$ cat src/rtl/nes_pkg.sv
// -----------------------------------------------------------------------------
// nes_pkg
// Shared definitions for the NES/SNES multi-pad serial reader.
//   nes_state_t : frame sequencer states (IDLE, LATCH, PULSE_HI, PULSE_LO, DONE)
//   BTN_*       : bit positions of the NES buttons inside one pad's slice of the
//                 button vector (the first bit shifted out, A, lands in the MSB)
// -----------------------------------------------------------------------------
package nes_pkg;

    typedef enum logic [2:0] {
        IDLE,
        LATCH,
        PULSE_HI,
        PULSE_LO,
        DONE
    } nes_state_t;

    localparam int BTN_A      = 7;
    localparam int BTN_B      = 6;
    localparam int BTN_SELECT = 5;
    localparam int BTN_START  = 4;
    localparam int BTN_UP     = 3;
    localparam int BTN_DOWN   = 2;
    localparam int BTN_LEFT   = 1;
    localparam int BTN_RIGHT  = 0;

endpackage

$ cat src/rtl/nes_pad_shift.sv
// -----------------------------------------------------------------------------
// nes_pad_shift
// Per-pad datapath: 2-flop synchroniser on the active-low serial line, a
// BITS-wide shift register that collects one frame, and the committed
// (active-high) button state with its press-edge vector.
// Optional feature macro: NES_DEBOUNCE_EN -- a frame is committed only when it
// matches the previous raw frame of the same pad.
//   clk        in   system clock
//   rst        in   asynchronous active-high reset
//   data_n_i   in   serial data from the pad, active-low, asynchronous
//   shift_i    in   sample the synchronised bit into the shift register
//   commit_i   in   publish the collected frame on the next edge
//   buttons_o  out  committed button state, active-high, first bit in MSB
//   pressed_o  out  0->1 transitions of buttons_o, high only after a commit
// -----------------------------------------------------------------------------
module nes_pad_shift
    import nes_pkg::*;
#(
    parameter int BITS = 8
) (
    input  logic            clk,
    input  logic            rst,
    input  logic            data_n_i,
    input  logic            shift_i,
    input  logic            commit_i,
    output logic [BITS-1:0] buttons_o,
    output logic [BITS-1:0] pressed_o
);

    logic [1:0]      sync_q;
    logic [BITS-1:0] raw_q;
    logic [BITS-1:0] buttons_q;
    logic [BITS-1:0] pressed_q;
    logic [BITS-1:0] buttons_d;

`ifdef NES_DEBOUNCE_EN
    logic [BITS-1:0] prev_raw_q;

    // Reset to the released pattern so an idle pad commits on its first frame.
    always_ff @(posedge clk or posedge rst) begin
        if (rst) begin
            prev_raw_q <= '1;
        end else if (commit_i) begin
            prev_raw_q <= raw_q;
        end
    end

    // A slice only moves when two consecutive frames agree.
    assign buttons_d = (raw_q == prev_raw_q) ? ~raw_q : buttons_q;
`else
    assign buttons_d = ~raw_q;
`endif

    // NOTE: sequential state uses non-blocking assignments so every flop samples
    // the pre-edge value of its neighbours (the synchroniser and shift chain
    // would collapse into one stage with blocking assignments).
    always_ff @(posedge clk or posedge rst) begin
        if (rst) begin
            sync_q    <= 2'b11;   // line idles high; avoids a phantom press
            raw_q     <= '1;
            buttons_q <= '0;
            pressed_q <= '0;
        end else begin
            sync_q <= {sync_q[0], data_n_i};
            // Shift left: after BITS samples the first bit (A) sits in the MSB.
            if (shift_i) begin
                raw_q <= {raw_q[BITS-2:0], sync_q[1]};
            end
            pressed_q <= commit_i ? (buttons_d & ~buttons_q) : '0;
            if (commit_i) begin
                buttons_q <= buttons_d;
            end
        end
    end

    assign buttons_o = buttons_q;
    assign pressed_o = pressed_q;

endmodule

$ cat src/rtl/nes_multi_pad_reader.sv
// -----------------------------------------------------------------------------
// nes_multi_pad_reader
// Polls NUM_PADS NES/SNES pads on a shared latch/pulse bus. A programmable
// tick (CLK_DIV clocks) paces the frame: POLL_TICKS idle ticks, a 2-tick latch,
// then BITS-1 pulse high/low tick pairs, then a 1-cycle commit.
// Optional feature macro: NES_DEBOUNCE_EN (implemented in nes_pad_shift).
//   clk          in   system clock
//   rst          in   asynchronous active-high reset
//   poll_en      in   1 = keep polling; 0 = finish current frame then idle
//   nes_data     in   [NUM_PADS] serial data, active-low, asynchronous
//   nes_latch    out  latch to all pads
//   nes_pulse    out  shift clock to all pads
//   buttons      out  [NUM_PADS*BITS] committed state, pad p at [p*BITS +: BITS]
//   pressed      out  [NUM_PADS*BITS] press edges, valid with frame_valid
//   frame_valid  out  one-cycle strobe when buttons/pressed update
//   busy         out  high whenever the sequencer is not idle
// -----------------------------------------------------------------------------
module nes_multi_pad_reader
    import nes_pkg::*;
#(
    parameter int NUM_PADS   = 2,
    parameter int BITS       = 8,
    parameter int CLK_DIV    = 60,
    parameter int POLL_TICKS = 2778
) (
    input  logic                     clk,
    input  logic                     rst,
    input  logic                     poll_en,
    input  logic [NUM_PADS-1:0]      nes_data,
    output logic                     nes_latch,
    output logic                     nes_pulse,
    output logic [NUM_PADS*BITS-1:0] buttons,
    output logic [NUM_PADS*BITS-1:0] pressed,
    output logic                     frame_valid,
    output logic                     busy
);

    localparam int DIV_W  = $clog2(CLK_DIV);
    localparam int IDLE_W = (POLL_TICKS > 1) ? $clog2(POLL_TICKS) : 1;
    localparam int BIT_W  = $clog2(BITS);

    localparam logic [DIV_W-1:0]  DIV_LAST  = DIV_W'(CLK_DIV - 1);
    localparam logic [IDLE_W-1:0] IDLE_LAST = IDLE_W'(POLL_TICKS - 1);
    localparam logic [BIT_W-1:0]  BIT_LAST  = BIT_W'(BITS - 1);

    nes_state_t        state_q, state_d;
    logic [DIV_W-1:0]  tick_cnt_q, tick_cnt_d;
    logic [IDLE_W-1:0] idle_cnt_q, idle_cnt_d;
    logic [BIT_W-1:0]  bit_cnt_q, bit_cnt_d;
    logic              latch_q, pulse_q, valid_q;
    logic              tick;
    logic              shift;
    logic              commit;

    assign tick = (tick_cnt_q == DIV_LAST);

    // NOTE: every signal driven here gets a default before the case, so no
    // path leaves it unassigned and no latch is inferred.
    always_comb begin
        state_d    = state_q;
        idle_cnt_d = idle_cnt_q;
        bit_cnt_d  = bit_cnt_q;
        tick_cnt_d = tick ? '0 : tick_cnt_q + 1'b1;
        shift      = 1'b0;
        commit     = 1'b0;

        case (state_q)
            IDLE: begin
                // Idle count saturates at its last value while polling is off,
                // so a new frame starts on the first tick after poll_en rises.
                if (tick) begin
                    if (idle_cnt_q != IDLE_LAST) begin
                        idle_cnt_d = idle_cnt_q + 1'b1;
                    end else if (poll_en) begin
                        idle_cnt_d = '0;
                        bit_cnt_d  = '0;
                        state_d    = LATCH;
                    end
                end
            end
            LATCH: begin
                // bit_cnt doubles as the 2-tick latch phase counter.
                if (tick) begin
                    if (bit_cnt_q == '0) begin
                        bit_cnt_d = BIT_W'(1);
                    end else begin
                        bit_cnt_d = '0;
                        shift     = 1'b1;
                        state_d   = PULSE_HI;
                    end
                end
            end
            PULSE_HI: begin
                if (tick) begin
                    shift     = 1'b1;
                    bit_cnt_d = bit_cnt_q + 1'b1;
                    state_d   = PULSE_LO;
                end
            end
            PULSE_LO: begin
                if (tick) begin
                    if (bit_cnt_q == BIT_LAST) begin
                        commit  = 1'b1;
                        state_d = DONE;
                    end else begin
                        state_d = PULSE_HI;
                    end
                end
            end
            DONE: begin
                // Restart the time base so every frame has the same length.
                tick_cnt_d = '0;
                state_d    = IDLE;
            end
            default: state_d = IDLE;
        endcase
    end

    always_ff @(posedge clk or posedge rst) begin
        if (rst) begin
            state_q    <= IDLE;
            tick_cnt_q <= '0;
            idle_cnt_q <= '0;
            bit_cnt_q  <= '0;
            latch_q    <= 1'b0;
            pulse_q    <= 1'b0;
            valid_q    <= 1'b0;
        end else begin
            state_q    <= state_d;
            tick_cnt_q <= tick_cnt_d;
            idle_cnt_q <= idle_cnt_d;
            bit_cnt_q  <= bit_cnt_d;
            // Registered from next state: glitch-free pins aligned with state_q.
            latch_q    <= (state_d == LATCH);
            pulse_q    <= (state_d == PULSE_HI);
            valid_q    <= commit;
        end
    end

    assign nes_latch   = latch_q;
    assign nes_pulse   = pulse_q;
    assign frame_valid = valid_q;
    assign busy        = (state_q != IDLE);

    for (genvar p = 0; p < NUM_PADS; p++) begin : g_pad
        nes_pad_shift #(
            .BITS (BITS)
        ) u_pad (
            .clk       (clk),
            .rst       (rst),
            .data_n_i  (nes_data[p]),
            .shift_i   (shift),
            .commit_i  (commit),
            .buttons_o (buttons[p*BITS +: BITS]),
            .pressed_o (pressed[p*BITS +: BITS])
        );
    end

endmodule

$ cat config.mk
export PLATFORM = sky130hd
export DESIGN_NAME = nes_multi_pad_reader
export DESIGN_NICKNAME = d
export VERILOG_FILES = /design/src/rtl/nes_pkg.sv /design/src/rtl/nes_pad_shift.sv /design/src/rtl/nes_multi_pad_reader.sv
export SDC_FILE = /design/constraint.sdc
export NUM_CORES = 1
export LEC_CHECK = 0
export CORE_MARGIN = 2
export CORE_UTILIZATION = 50
export DETAILED_ROUTE_END_ITERATION = 16
export MAX_ROUTING_LAYER = met4
export PLACE_DENSITY_LB_ADDON = 0.1
export SLEW_MARGIN = 10
export SYNTH_ARGS = -nofsm -noshare
export SYNTH_HDL_FRONTEND = slang
export SYNTH_HIERARCHICAL = 1
export SYNTH_SLANG_ARGS = --single-unit
$ cat constraint.sdc
create_clock -name clk -period 2.28 [get_ports clk]
set_clock_uncertainty 0.15 [all_clocks]
set_input_delay 0.456 -clock clk [delete_from_list [all_inputs] [get_ports clk]]
set_output_delay 0.456 -clock clk [all_outputs]
set_load 0.02 [all_outputs]
==> key figures, run 1 <==
Setup path
  – Slowest CP cell: dfrtp_1
  – Critical-path cell list: ha_1 -> and4bb_2 -> nand3_1 -> a21oi_1 -> buf_4 -> mux2_2
  – WP buf/inv: 1
  – R2R setup slack: 0.27 ns
  – Setup CP Type: flop to flop
  – Worst Setup End Kind: flop
  – Family with the most delay on the worst path: simple AND/OR/NAND/NOR gates
  – Worst path arrival time: 2.13 ns
  – Critical Path Max Stage Delay: 0.37 ns
  – Startpoint Class: flop
  – Worst Path Max Fanout: 16
  – Worst Path Required: 2.40 ns

Synth
  – Area contributors post-synth: dfrtp_1, dfstp_2, mux2_2
  – Synth top area share: 43.5%
  – Synthesized flop and latch total: 79
  – Area leader, netlist: dfrtp_1
  – Synth Flop Type: dfrtp_1
  – Synth Warn #: 6
  – Synthesized area: 3390 um2
  – Top-count cell post-synth: dfrtp_1
  – Post-synth EDFFs: 0
  – Register area share after synthesis: 59.0%
  – Ys async rst share: 100%
  – Post-Synthesis Cells: 287
  – Synth cell types: 46
  – Syn Area/Cell: 11.8 um2
  – Top cells by count, synth: dfrtp_1, inv_1, nor2_1
  – Syn_nets: 298

Clock network
  – Clk sink count: 79
  – Hold_buf cts: 0
  – Clock transition at path regs: 0.09 ns
  – Clk root buf: clkbuf_8
  – Worst skew pair latency: 0.33 ns
  – CTS tree: built
  – Deepest clock path buffer count: 2
  – H-Tree Depth: 3
  – Cts bufs inserted: 9
  – Setup Buffers After CTS: 0
  – PostCTS Resize Cnt: 0

Floorplanning
  – Core area: 6680 um2
  – Starting Density: 50.8%
  – Io pins: 41
  – Total die area: 7460 um2
  – Die height: 86.4 um
  – Row cnt: 30
  – Die extent in x: 86.4 um

STA
  – Max-slew violation count: 0
  – Max-slew headroom: 76.6%
  – Max Clk Rate: 498 MHz
  – Final worst-path cycle share: 88.0%
  – RSZ-0062 raised after global routing: no
  – Final Hold Viols: 0
  – Final setup violation count: 0
  – Setup tns final: 0 ns
  – Final Critical Period: 2.01 ns
  – Worst slew pin tran: 0.351 ns

Final layout
  – Layout cells sized above 1: 22.1%
  – Non-filler cells, final: 428
  – Area added between synthesis and finish: 23.1%
  – Design area: 4180 um2
  – ANT cells: 0
  – Fin nets: 354
  – Final Util: 62.6%
  – Filler Cell Count: 536

Placement
  – IO buf count: 40
  – Placed insts: 412
  – Post-DP HPWL: 4.08 mm
  – Routability Congestion: 0.794
  – Dpl cell area: 3960 um2

Power
  – Pwr Density: 618 nW/um2
  – Leak: 1.89 nW
  – Overall power: 2.58 mW
  – Peak supply drop: 367 uV

Global routing
  – Pin count of the biggest net entering global routing: 34
  – GRT Total Usage: 17.9%
  – Total congestion overflow: 0
  – Antenna violations before repair: 0
  – Global-route wire length before repair: 10.2 mm
  – Vias in the first global route: 2130

Run status
  – Status: complete, no violations

Route
  – DRC: 0
  – Antenna violation net count after detailed routing: 0
  – DR iter-0 viols: 64
  – DR pass1 iterations: 4
  – Vias per cell: 5.15
  – Final wirelength: 5.87 mm
  – WL/cell: 13.7 um
  – Vias: 2204

Worst hold path
  – HP Class: flop to flop

Flow run
  – Max_cap viols: 0
-- sequential cells by signal, summed over array words and instances, names as in the netlist --
register,flops
bit_cnt_q,3
frame_valid,1
g_pad.u_pad/buttons_o,16
g_pad.u_pad/pressed_o,16
g_pad.u_pad/raw_q,16
g_pad.u_pad/sync_q,4
idle_cnt_q,12
nes_latch,1
nes_pulse,1
state_q,3
tick_cnt_q,6
-- routing by layer --
metal  global-route usage, %  up-vias  share of wire [%]  wire [um]
met4                    6.39        0               0.70         41
met2                    24.4       47                 44       2570
met1                    26.0     1064                 51       3010
met3                    4.57        2                4.2        249
li1                        -     1091                  -          -
met5                       -        -                  0          0
-- cell type report --
| class | count | area, um2 | share of cell area (%) |
|---|---|---|---|
| timing repair buffer | 52 | 505 | 12.1 |
| clock inverter | 6 | 92.6 | 2.21 |
| clock buffer | 10 | 128 | 3.05 |
| tap | 80 | 100 | 2.39 |
| inverter | 26 | 97.6 | 2.33 |
| sequential | 79 | 2000 | 47.9 |
| multi-input combinational | 175 | 1250 | 30.0 |
-- cell usage in the layout (no fill, tap or decap), drive strengths merged, types with 7 or more instances in the layout --
master         Yosys  final
dfstp             20     20
clkbuf             3     10
nand3             13     13
clkdlybuf4s50      0     39
mux2              17     17
nand2b            17     17
buf                4     12
o21ai             14     14
inv               26     27
a22o               7      7
nand2             14     14
dfrtp             59     59
nor2              24     24
nand4              9      9
-- metrics by stage --
stage / worst slack (ns) / hold WS [ns]
5_1_grt: 0.129 / 0.211
3_3_place_gp: 0.227 / 0.197
2_1_floorplan: 0.0981 / 0.195
4_1_cts: 0.0120 / 0.210
3_5_place_dp: 0.202 / 0.199
6_report: 0.274 / 0.209
-- final timing paths --
path | to | from | depth (start not counted)
setup / recovery | g_pad[0].u_pad/raw_q[1]$_DFFE_PP1P_ | tick_cnt_q[0]$_DFF_PP0_ | 6
hold / removal | g_pad[1].u_pad/sync_q[1]$_DFF_PP1_ | g_pad[1].u_pad/sync_q[0]$_DFF_PP1_ | 0
setup reg to reg | g_pad[0].u_pad/raw_q[1]$_DFFE_PP1P_ | tick_cnt_q[0]$_DFF_PP0_ | 6
hold reg to reg | g_pad[1].u_pad/sync_q[1]$_DFF_PP1_ | g_pad[1].u_pad/sync_q[0]$_DFF_PP1_ | 0
max in group asynchronous | g_pad[1].u_pad/sync_q[1]$_DFF_PP1_ | rst | 3
min in group asynchronous | g_pad[0].u_pad/buttons_o[3]$_DFFE_PP0P_ | rst | 3
-- report_power, final --
| group | internal, mW | switching (mW) | leakage (nW) | total [mW] |
|---|---|---|---|---|
| clock | 0.623 | 0.511 | 0.103 | 1.13 |
| combinational | 0.0103 | 0.0284 | 0.787 | 0.0386 |
| sequential | 1.41 | 0.000905 | 1.00 | 1.41 |
| total | 2.04 | 0.541 | 1.89 | 2.58 |
-- cells by family (layout without fill, tap and decap cells) --
kind of cell,Yosys count,after routing,synth area share [%]
muxes,23,23,7.52
and+or+nand+nor,103,103,17.8
buffers and inverters,33,94,4.16
xor gates and xnor gates,7,7,1.81
adders and majority gates,6,6,2.21
DFF,79,79,59.0
AOI/OAI and AO/OA,36,36,7.52
No activity file was read; power rests on OpenSTA's default activity.
==> inputs of run 2 (changes only) <==
--- a/config.mk
+++ b/config.mk
@@ -7,6 +7,7 @@
 export LEC_CHECK = 0
 export CORE_MARGIN = 2
 export CORE_UTILIZATION = 50
+export CTS_CLUSTER_SIZE = 16
 export DETAILED_ROUTE_END_ITERATION = 16
 export MAX_ROUTING_LAYER = met4
 export PLACE_DENSITY_LB_ADDON = 0.1
==> results of run 2 <==
Same layout as run 1: the final DEF is identical, and so are final timing and power.
